<file path="config.mk">
export PLATFORM = sky130hd
export DESIGN_NAME = freq_div_sched
export DESIGN_NICKNAME = d
export VERILOG_FILES = /design/src/rtl/freq_div_pkg.sv /design/src/rtl/freq_div_sched_rr_arbiter.sv /design/src/rtl/freq_div_sched.sv
export SDC_FILE = /design/constraint.sdc
export NUM_CORES = 1
export LEC_CHECK = 0
export CAP_MARGIN = 20
export CORE_MARGIN = 4
export CORE_UTILIZATION = 48
export CTS_CLUSTER_SIZE = 25
export DETAILED_ROUTE_END_ITERATION = 8
export PLACE_DENSITY_LB_ADDON = 0.05
export SKIP_LAST_GASP = 1
export SLEW_MARGIN = 20
export SYNTH_ARGS = -nofsm -noshare
export SYNTH_HDL_FRONTEND = slang
export SYNTH_SLANG_ARGS = --single-unit
</file>
<file path="constraint.sdc">
create_clock -name clk -period 2.14 [get_ports clk]
set_clock_uncertainty 0.1 [all_clocks]
set_input_delay 0.321 -clock clk [delete_from_list [all_inputs] [get_ports clk]]
set_output_delay 0.321 -clock clk [all_outputs]
set_load 0.05 [all_outputs]
</file>
<file path="src/rtl/freq_div_pkg.sv">
// Shared types and constants for the time-shared clock divider controller.
// The divider is a free-running counter; tap k of it is a divide-by-2^(k+1) clock.
package freq_div_pkg;

  localparam int FD_CW   = 8;
  localparam int FD_SELW = $clog2(FD_CW);

  // Tap-to-ratio table for the default 8-bit counter:
  //   sel 0 -> /2    sel 1 -> /4    sel 2 -> /8    sel 3 -> /16
  //   sel 4 -> /32   sel 5 -> /64   sel 6 -> /128  sel 7 -> /256
  typedef enum logic [1:0] {
    ST_IDLE  = 2'd0,
    ST_RUN   = 2'd1,
    ST_DRAIN = 2'd2
  } state_e;

endpackage

</file>
<file path="src/rtl/freq_div_sched_rr_arbiter.sv">
// Round-robin picker: the first active request at or after ptr (mod NREQ) wins.
// Purely combinational; the caller owns the pointer register.
module rr_arbiter #(
  parameter int NREQ = 2,
  parameter int PW   = (NREQ > 1) ? $clog2(NREQ) : 1
) (
  input  logic [NREQ-1:0] req,
  input  logic [PW-1:0]   ptr,
  output logic [NREQ-1:0] gnt,
  output logic [PW-1:0]   idx,
  output logic            valid
);

  localparam int KW = PW + 1;

  logic [2*NREQ-1:0] req2;
  logic [NREQ-1:0]   rot;
  logic [KW-1:0]     k;
  logic [KW-1:0]     sum;

  always_comb begin
    req2  = {req, req};
    rot   = NREQ'(req2 >> ptr);
    k     = '0;
    valid = 1'b0;
    // Scan downward so the lowest set bit of the rotated vector wins.
    for (int i = NREQ - 1; i >= 0; i--) begin
      if (rot[i]) begin
        k     = KW'(i);
        valid = 1'b1;
      end
    end
    sum = {1'b0, ptr} + k;
    if (sum >= KW'(NREQ)) begin
      sum = sum - KW'(NREQ);
    end
    idx = sum[PW-1:0];
    gnt = valid ? (NREQ'(1) << idx) : '0;
  end

endmodule

</file>
<file path="src/rtl/freq_div_sched.sv">
// Shares one divider counter among NREQ requesters; ownership changes only at
// counter wrap so div_out never glitches or emits a runt pulse on hand-over.
module freq_div_sched
  import freq_div_pkg::*;
#(
  parameter int NREQ = 2,
  parameter int CW   = FD_CW,
  parameter int SELW = $clog2(CW)
) (
  input  logic              clk,
  input  logic              reset,
  input  logic [NREQ-1:0]   req,
  input  logic [NREQ*SELW-1:0] sel_in,
  output logic [NREQ-1:0]   gnt,
  output logic [SELW-1:0]   cur_sel,
  output logic              div_out,
  output logic              busy,
  output logic [1:0]        dbg_state,
  output logic [CW-1:0]     dbg_cnt
);

  // Handshake: req is a level held high while the divider is wanted; gnt is
  // the registered one-hot answer. Dropping req releases ownership, and the
  // release only completes at the next counter wrap.

  localparam int PW = (NREQ > 1) ? $clog2(NREQ) : 1;
  localparam logic [CW-1:0] CNT_MAX = '1;

  state_e          state_q, state_d;
  logic [CW-1:0]   cnt_q, cnt_d;
  logic [NREQ-1:0] gnt_q, gnt_d;
  logic [SELW-1:0] sel_q, sel_d;
  logic [PW-1:0]   ptr_q, ptr_d;
  logic            div_q, div_d;
  logic            busy_q, busy_d;

  logic [NREQ-1:0] arb_gnt;
  logic [PW-1:0]   arb_idx;
  logic            arb_valid;
  logic            owner_req;
  logic            at_wrap;
  logic            take_grant;

  rr_arbiter #(
    .NREQ (NREQ),
    .PW   (PW)
  ) u_arb (
    .req   (req),
    .ptr   (ptr_q),
    .gnt   (arb_gnt),
    .idx   (arb_idx),
    .valid (arb_valid)
  );

  always_ff @(posedge clk or negedge reset) begin
    if (!reset) begin
      state_q <= ST_IDLE;
      cnt_q   <= '0;
      gnt_q   <= '0;
      sel_q   <= '0;
      ptr_q   <= '0;
      div_q   <= 1'b0;
      busy_q  <= 1'b0;
    end else begin
      state_q <= state_d;
      cnt_q   <= cnt_d;
      gnt_q   <= gnt_d;
      sel_q   <= sel_d;
      ptr_q   <= ptr_d;
      div_q   <= div_d;
      busy_q  <= busy_d;
    end
  end

  always_comb begin
    state_d    = state_q;
    cnt_d      = cnt_q;
    gnt_d      = gnt_q;
    sel_d      = sel_q;
    ptr_d      = ptr_q;
    take_grant = 1'b0;
    at_wrap    = (cnt_q == CNT_MAX);
    owner_req  = |(req & gnt_q);

    case (state_q)
      ST_IDLE: begin
        cnt_d      = '0;
        take_grant = arb_valid;
      end
      ST_RUN: begin
        cnt_d = cnt_q + CW'(1);
        if (!owner_req) begin
          gnt_d = '0;
          if (at_wrap) begin
            take_grant = arb_valid;
            state_d    = ST_IDLE;
          end else begin
            state_d = ST_DRAIN;
          end
        end
      end
      ST_DRAIN: begin
        cnt_d = cnt_q + CW'(1);
        if (at_wrap) begin
          take_grant = arb_valid;
          state_d    = ST_IDLE;
        end
      end
      default: begin
        state_d = ST_IDLE;
        cnt_d   = '0;
        gnt_d   = '0;
      end
    endcase

    // A grant always lands with the counter at 0, so the new owner starts on
    // a clean low phase whatever its ratio.
    if (take_grant) begin
      state_d = ST_RUN;
      cnt_d   = '0;
      gnt_d   = arb_gnt;
      sel_d   = sel_in[int'(arb_idx)*SELW +: SELW];
      ptr_d   = (arb_idx == PW'(NREQ - 1)) ? '0 : arb_idx + PW'(1);
    end
  end

  // div_out is taken from the next counter value so the output is a flop.
  always_comb begin
    div_d  = cnt_d[sel_d];
    busy_d = (state_d != ST_IDLE);
  end

  assign gnt       = gnt_q;
  assign cur_sel   = sel_q;
  assign div_out   = div_q;
  assign busy      = busy_q;
  assign dbg_state = state_q;
  assign dbg_cnt   = cnt_q;

endmodule

</file>
# After elaboration in Yosys (flattened, before gate mapping)
# Index checks and enable logic that the tools add are counted.
[word_totals] regBits=18 in_bits=10 out_inout_bits=17 elab_cells=52
[op_classes] addsub=4 n_mul=1 n_lt_le_gt_ge=2 eq_ne=5 shifts=3 mux=23 bitwise=1 n_reduce_logical=6
[op_table] cell="$mux W8" n=2
[op_table] cell="$mux W2" n=7
[op_table] cell="$mux W1" n=9
[op_table] cell="$add A8 B1 Y8 const B" n=1
[op_table] cell="$eq A8 B8 Y1 const B" n=1
[op_table] cell="$pmux W2 S3" n=1
[op_table] cell="$reduce_or A2 Y1" n=3
[op_table] cell="$shiftx A6 B4 Y3" n=1
[op_table] cell="$lt A3 B4 Y1 const B" n=1
[op_table] cell="$pmux W2 S2" n=1
[op_table] cell="$shr A4 B1 Y2" n=1
[op_table] cell="$bmux W1 S3" n=1
[op_table] cell="$mul A1 B2 Y3 const B" n=1
[op_table] cell="$mux W3" n=1
[op_table] cell="$ne A3 B3 Y1 const B" n=1
[op_table] cell="$pmux W1 S3" n=1
[op_table] cell="$add A1 B1 Y2" n=1
[op_table] cell="$and A2 B2 Y2" n=1
[op_table] cell="$eq A2 B1 Y1 const B" n=1
[op_table] cell="$eq A2 B2 Y1 const B" n=1
[op_table] cell="$ge A2 B2 Y1 const B" n=1
[op_table] cell="$logic_not A2 Y1" n=1
[op_table] cell="$ne A2 B1 Y1 const B" n=1
[op_table] cell="$reduce_and A2 Y1" n=1
[op_table] cell="4 further kinds" n=4

# Longest topological paths before layout
[logic_depth] ltp_word=11 mapped_depth=7 depth_no_buf=7

# Hierarchy
# A second synthesis with hierarchy kept.
[unflattened] cells_unflattened=116 hier_area_um2=1108.6
[modules_own_cells] module="freq_div_sched" instances=1 cells_per_inst=110 area_per_inst_um2=1072.3 seq_area_each_um2=450.4
[modules_own_cells] module="rr_arbiter" instances=1 cells_per_inst=6 area_per_inst_um2=36.3 seq_area_each_um2=0.0

# Worst setup path before layout
# No wires, ideal clock.
[synth_path] path_kind="register to register" start="register cnt_q[0], in the netlist dbg_cnt[0]" end="register div_q, in the netlist div_out" setup_ps=82 t_arrival_ps=2031 t_required_ps=1958 slack_ps=-73 stages_incl_launch_ff=7 n_path_buf=0 cell_sequence="dfrtp_1 ha_1 and3_4 nand3_2 a221o_1 a221o_1 a31oi_1"
[synth_via] elab_chain_len=7 word_cells_on_any_way=10 cone_classes="add/sub (1); eq/ne (1); mux (8)"
[synth_rtl] item="start, declared" line="freq_div_sched.sv:30" text="logic [CW-1:0] cnt_q, cnt_d;"
[synth_rtl] item="start signal, assigned" line="freq_div_sched.sv:66" text="cnt_q <= cnt_d;"
[synth_rtl] item="$eq A8 B8 Y1" line="freq_div_sched.sv:82" text="at_wrap = (cnt_q == CNT_MAX);"
[synth_rtl] item="$mux W1" line="freq_div_sched.sv:94, freq_div_sched.sv:104"
[synth_rtl] item="$mux W1" line="freq_div_sched.sv:92" text="if (!owner_req) begin"
[synth_rtl] item="$pmux W1 S3" line="freq_div_sched.sv:85" text="case (state_q)"
[synth_rtl] item="$mux W8 / $mux W3 (equally long branches)" line="freq_div_sched.sv:118" text="if (take_grant) begin"
[synth_rtl] item="$bmux W1 S3 *" line="freq_div_sched.sv:129" text="div_d = cnt_d[sel_d];"
[synth_rtl] item="$mux W1 (implied by the code) *" line="freq_div_sched.sv:129"
[synth_rtl] item="via div_d" line="freq_div_sched.sv:34" text="logic div_q, div_d;"
[synth_rtl] item="end signal, assigned" line="freq_div_sched.sv:70" text="div_q <= div_d;"
[synth_rtl] item="end, declared" line="freq_div_sched.sv:34"
# Mark *: on every way through the listed nets, which the timed path passes. The rest lies on a longest branch. The select of a mux whose other input is x is not followed.
# A chain may end at the register's enable or synchronous reset.

# Worst setup path after layout
[layout_path] start="register cnt_q[4], in the netlist dbg_cnt[4]" end="output dbg_cnt[4]"
[layout_lines] item="end, declared" line="freq_div_sched.sv:19" text="output logic [CW-1:0] dbg_cnt"
# No word-level cell between the ends.

==> impl_metrics.env <==
export IMPL_fp_row_count=16
export IMPL_path_clk_slew_ns=0.10
export IMPL_track_usage_pct=17.5
export IMPL_syn_avg_cell_area_um2=9.60
export IMPL_ant_nets=0
export IMPL_dr_wl_met3_um=98
export IMPL_cp_data_required_time_ns=1.72
export IMPL_path_buf_inv=1
export IMPL_startpoint="dbg_cnt[4]"
export IMPL_critPathTopFamily="buffers and inverters"
export IMPL_crit_fanout=7
export IMPL_r2r_cells=6
export IMPL_start_kind="flip-flop"
export IMPL_route_top_layer_used="met4"
export IMPL_grt_pass1_vias=989
export IMPL_min_period_ns=2.06
export IMPL_fmax_mhz=486
export IMPL_portBuffers=26
export IMPL_synth_area_leader_cell="dfrtp_1"
export IMPL_clock_sinks=18
export IMPL_status="completed"
export IMPL_hpwlAfterDp_um=1930
export IMPL_die_width_um=55.3
export IMPL_die_area_um2=3060
export IMPL_tightest_slew_ns=0.508
export IMPL_core_um2=2040
export IMPL_fillers=181
export IMPL_finalNonFillerCells=170
export IMPL_nNetsFinal=159
export IMPL_regArea_um2=453
export IMPL_grt_pass1_wl_um=4380
export IMPL_async_flop_share_pct=100
export IMPL_crit_chain="clkdlybuf4s50_1"
export IMPL_multi_input_area_um2=558
export IMPL_place_inst=166
export IMPL_h_tree_depth=1
export IMPL_vias=917
export IMPL_critPathMaxStageDelay_ns=0.86
export IMPL_post_cts_buffers=0
export IMPL_fin_util_pct=69.2
export IMPL_cts_root_buf="clkbuf_4"
export IMPL_synth_main_ff_cell="dfrtp_1"
export IMPL_grt_max_degree=19
export IMPL_synthTopCellsByCount="18 x dfrtp_1, 13 x nor2_1, 12 x inv_1"
export IMPL_drt_iter0_markers=20
export IMPL_cap_violations=0
export IMPL_yosysTopAreaCellShare_pct=41.9
export IMPL_via_per_inst=5.39
export IMPL_wl_per_cell_um=14.9
export IMPL_tritoncts="built"
export IMPL_worst_setup_path_type="reg2out"
export IMPL_synth_area_leaders="dfrtp_1 42%, ha_1 5.8%, nor2_1 4.5%, inv_1 4.2%, xnor2_1 4.1%"
export IMPL_synth_edf_count=0
export IMPL_reg2reg_from="dbg_cnt[0]"
export IMPL_cts_buffers=3
export IMPL_power_leakage_uw=0.000597
export IMPL_grt_overflow_total=0
export IMPL_max_slew_margin_rel_pct=66.0
export IMPL_maxSlewViolCount=0
export IMPL_setup_violations=0
export IMPL_m1WireLength_um=1140
export IMPL_synth_fp_nets=127
export IMPL_clockBufferDepth=2
export IMPL_ys_ff_latch=18
export IMPL_ios=27
export IMPL_place_congestion=0.793
export IMPL_clk_latency_ns=0.29
export IMPL_cp_num_cells=1
export IMPL_synth_cells=112
export IMPL_crit_slowest_cell="clkdlybuf4s50_1"
export IMPL_ys_seq_area_share_pct=41.9
export IMPL_start_util_pct=52.6
export IMPL_drive_gt1_share_pct=12.6
export IMPL_dr_wl_met2_um=1260
export IMPL_dr_pass1_iters=4
export IMPL_arrival_ns=1.64
export IMPL_drt_total_wl_um=2530
export IMPL_yosys_warnings=0
export IMPL_rsz0062_at_grt="no"
export IMPL_yosysUniqueCellTypes=38
export IMPL_fin_crit_sh_pct=96.2
export IMPL_antenna_found_initial=0
export IMPL_finalSetupTns_ns=0
export IMPL_die_y_um=55.3
export IMPL_antenna_cells=0
export IMPL_syn_area_um2=1070
export IMPL_worst_ir_drop_vdd_mv=1.26
export IMPL_yosysMostFrequentCell="dfrtp_1"
export IMPL_hp_class="in2async"
export IMPL_area_delta_synth_final_pct=31.5
export IMPL_hold_viol=0
export IMPL_drcViolationCount=0
export IMPL_power_density_nw_per_um2=1370
export IMPL_endpoint_kind="primary output"
==> path summary, 6_finish.rpt <==
path / end / slack (ns)
worst max-delay path: dbg_cnt[4] / 0.08
worst min-delay path: dbg_cnt[3] / 0.25
worst max register to register: div_out / 0.13
worst min register to register: ptr_q / 0.43
max in group asynchronous: dbg_cnt[0] / 1.48
min in group clk: ptr_q / 0.43
==> routing by layer <==
layer | global-route usage, % | up-vias
met5 | 0 | -
met4 | 9.03 | 0
met3 | 2.56 | 4
met2 | 30.2 | 20
met1 | 20.9 | 433
li1 | - | 460
==> through the flow <==
step                      hold slack, ns  instance area [um2]  worst slack [ns]  power, uW
after floorplan                  -0.0746                 1080             0.110       1400
after global placement             0.393                 1380            0.0613       1680
after detailed placement           0.393                 1380            0.0132       1710
after CTS                          0.252                 1410            0.0643       1940
after global routing               0.268                 1410            0.0149       2080
final                              0.249                 1410            0.0807       1940
==> cell usage in the layout (no fill, tap or decap), drive strengths merged <==
cell / netlist / final
clkdlybuf4s50: 0 / 25
dfrtp: 18 / 18
nor2: 13 / 13
inv: 12 / 12
a21oi: 7 / 7
xnor2: 5 / 5
ha: 5 / 5
buf: 1 / 5
mux2i: 4 / 4
o21ai: 4 / 4
nand3: 4 / 4
clkbuf: 2 / 4
nand2: 3 / 3
o21bai: 3 / 3
nand2b: 3 / 3
o21a: 2 / 2
a21bo: 2 / 2
a211oi: 2 / 2
o211ai: 2 / 2
a221o: 2 / 2
a31oi: 2 / 2
and3: 2 / 2
nor3: 2 / 2
and4: 1 / 1
a22oi: 1 / 1
a31o: 1 / 1
nand4: 1 / 1
xor2: 1 / 1
maj3: 1 / 1
a32oi: 1 / 1
a311o: 1 / 1
or4: 1 / 1
a2bb2oi: 1 / 1
nor4: 1 / 1
nor2b: 1 / 1
==> worst register-to-register path: stages, from the launching register on <==
cell,delay [ns]
dfrtp_2,0.44
ha_1,0.24
and3_4,0.24
nand3_2,0.10
a221o_1,0.31
a221o_1,0.31
a31oi_1,0.19
==> cells by family (layout without fill, tap and decap cells) <==
logic type               Yosys count  in the layout  synth area share [%]
buffers and inverters             15             46                  6.40
adder cells (fa/ha/maj)            6              6                  6.75
AO/OA/AOI/OAI                     31             31                  20.4
flip-flops                        18             18                  41.9
AND/OR/NAND/NOR                   32             32                  16.0
XOR/XNOR                           6              6                  4.89
multiplexers                       4              4                  3.73
==> layout make-up <==
class / instances / area share (%)
Clock buffer: 4 / 2.57
Multi-Input combinational cell: 79 / 39.5
Sequential cell: 18 / 32.0
Timing Repair Buffer: 30 / 20.4
Inverter: 12 / 3.19
Tap cell: 27 / 2.39
==> power breakdown <==
group	internal, uW	switching, uW
Combinational	437	714
Sequential	447	129
Clock	104	108
==> timing repair <==
| item | 4_1_cts | 5_1_grt |
|---|---|---|
| hold buffers | 0 | 0 |
| gates resized for setup | 0 | 1 |
| setup endpoints to repair | 0 | 1 |
| endpoints found under the hold margin | 0 | 0 |
==> sequential cells by signal, summed over array words and instances (netlist names) <==
| signal | count |
|---|---|
| ptr_q | 1 |
| cur_sel | 3 |
| gnt | 2 |
| div_out | 1 |
| dbg_state | 2 |
| dbg_cnt | 8 |
| busy | 1 |
(Power assumes the default switching activity.)
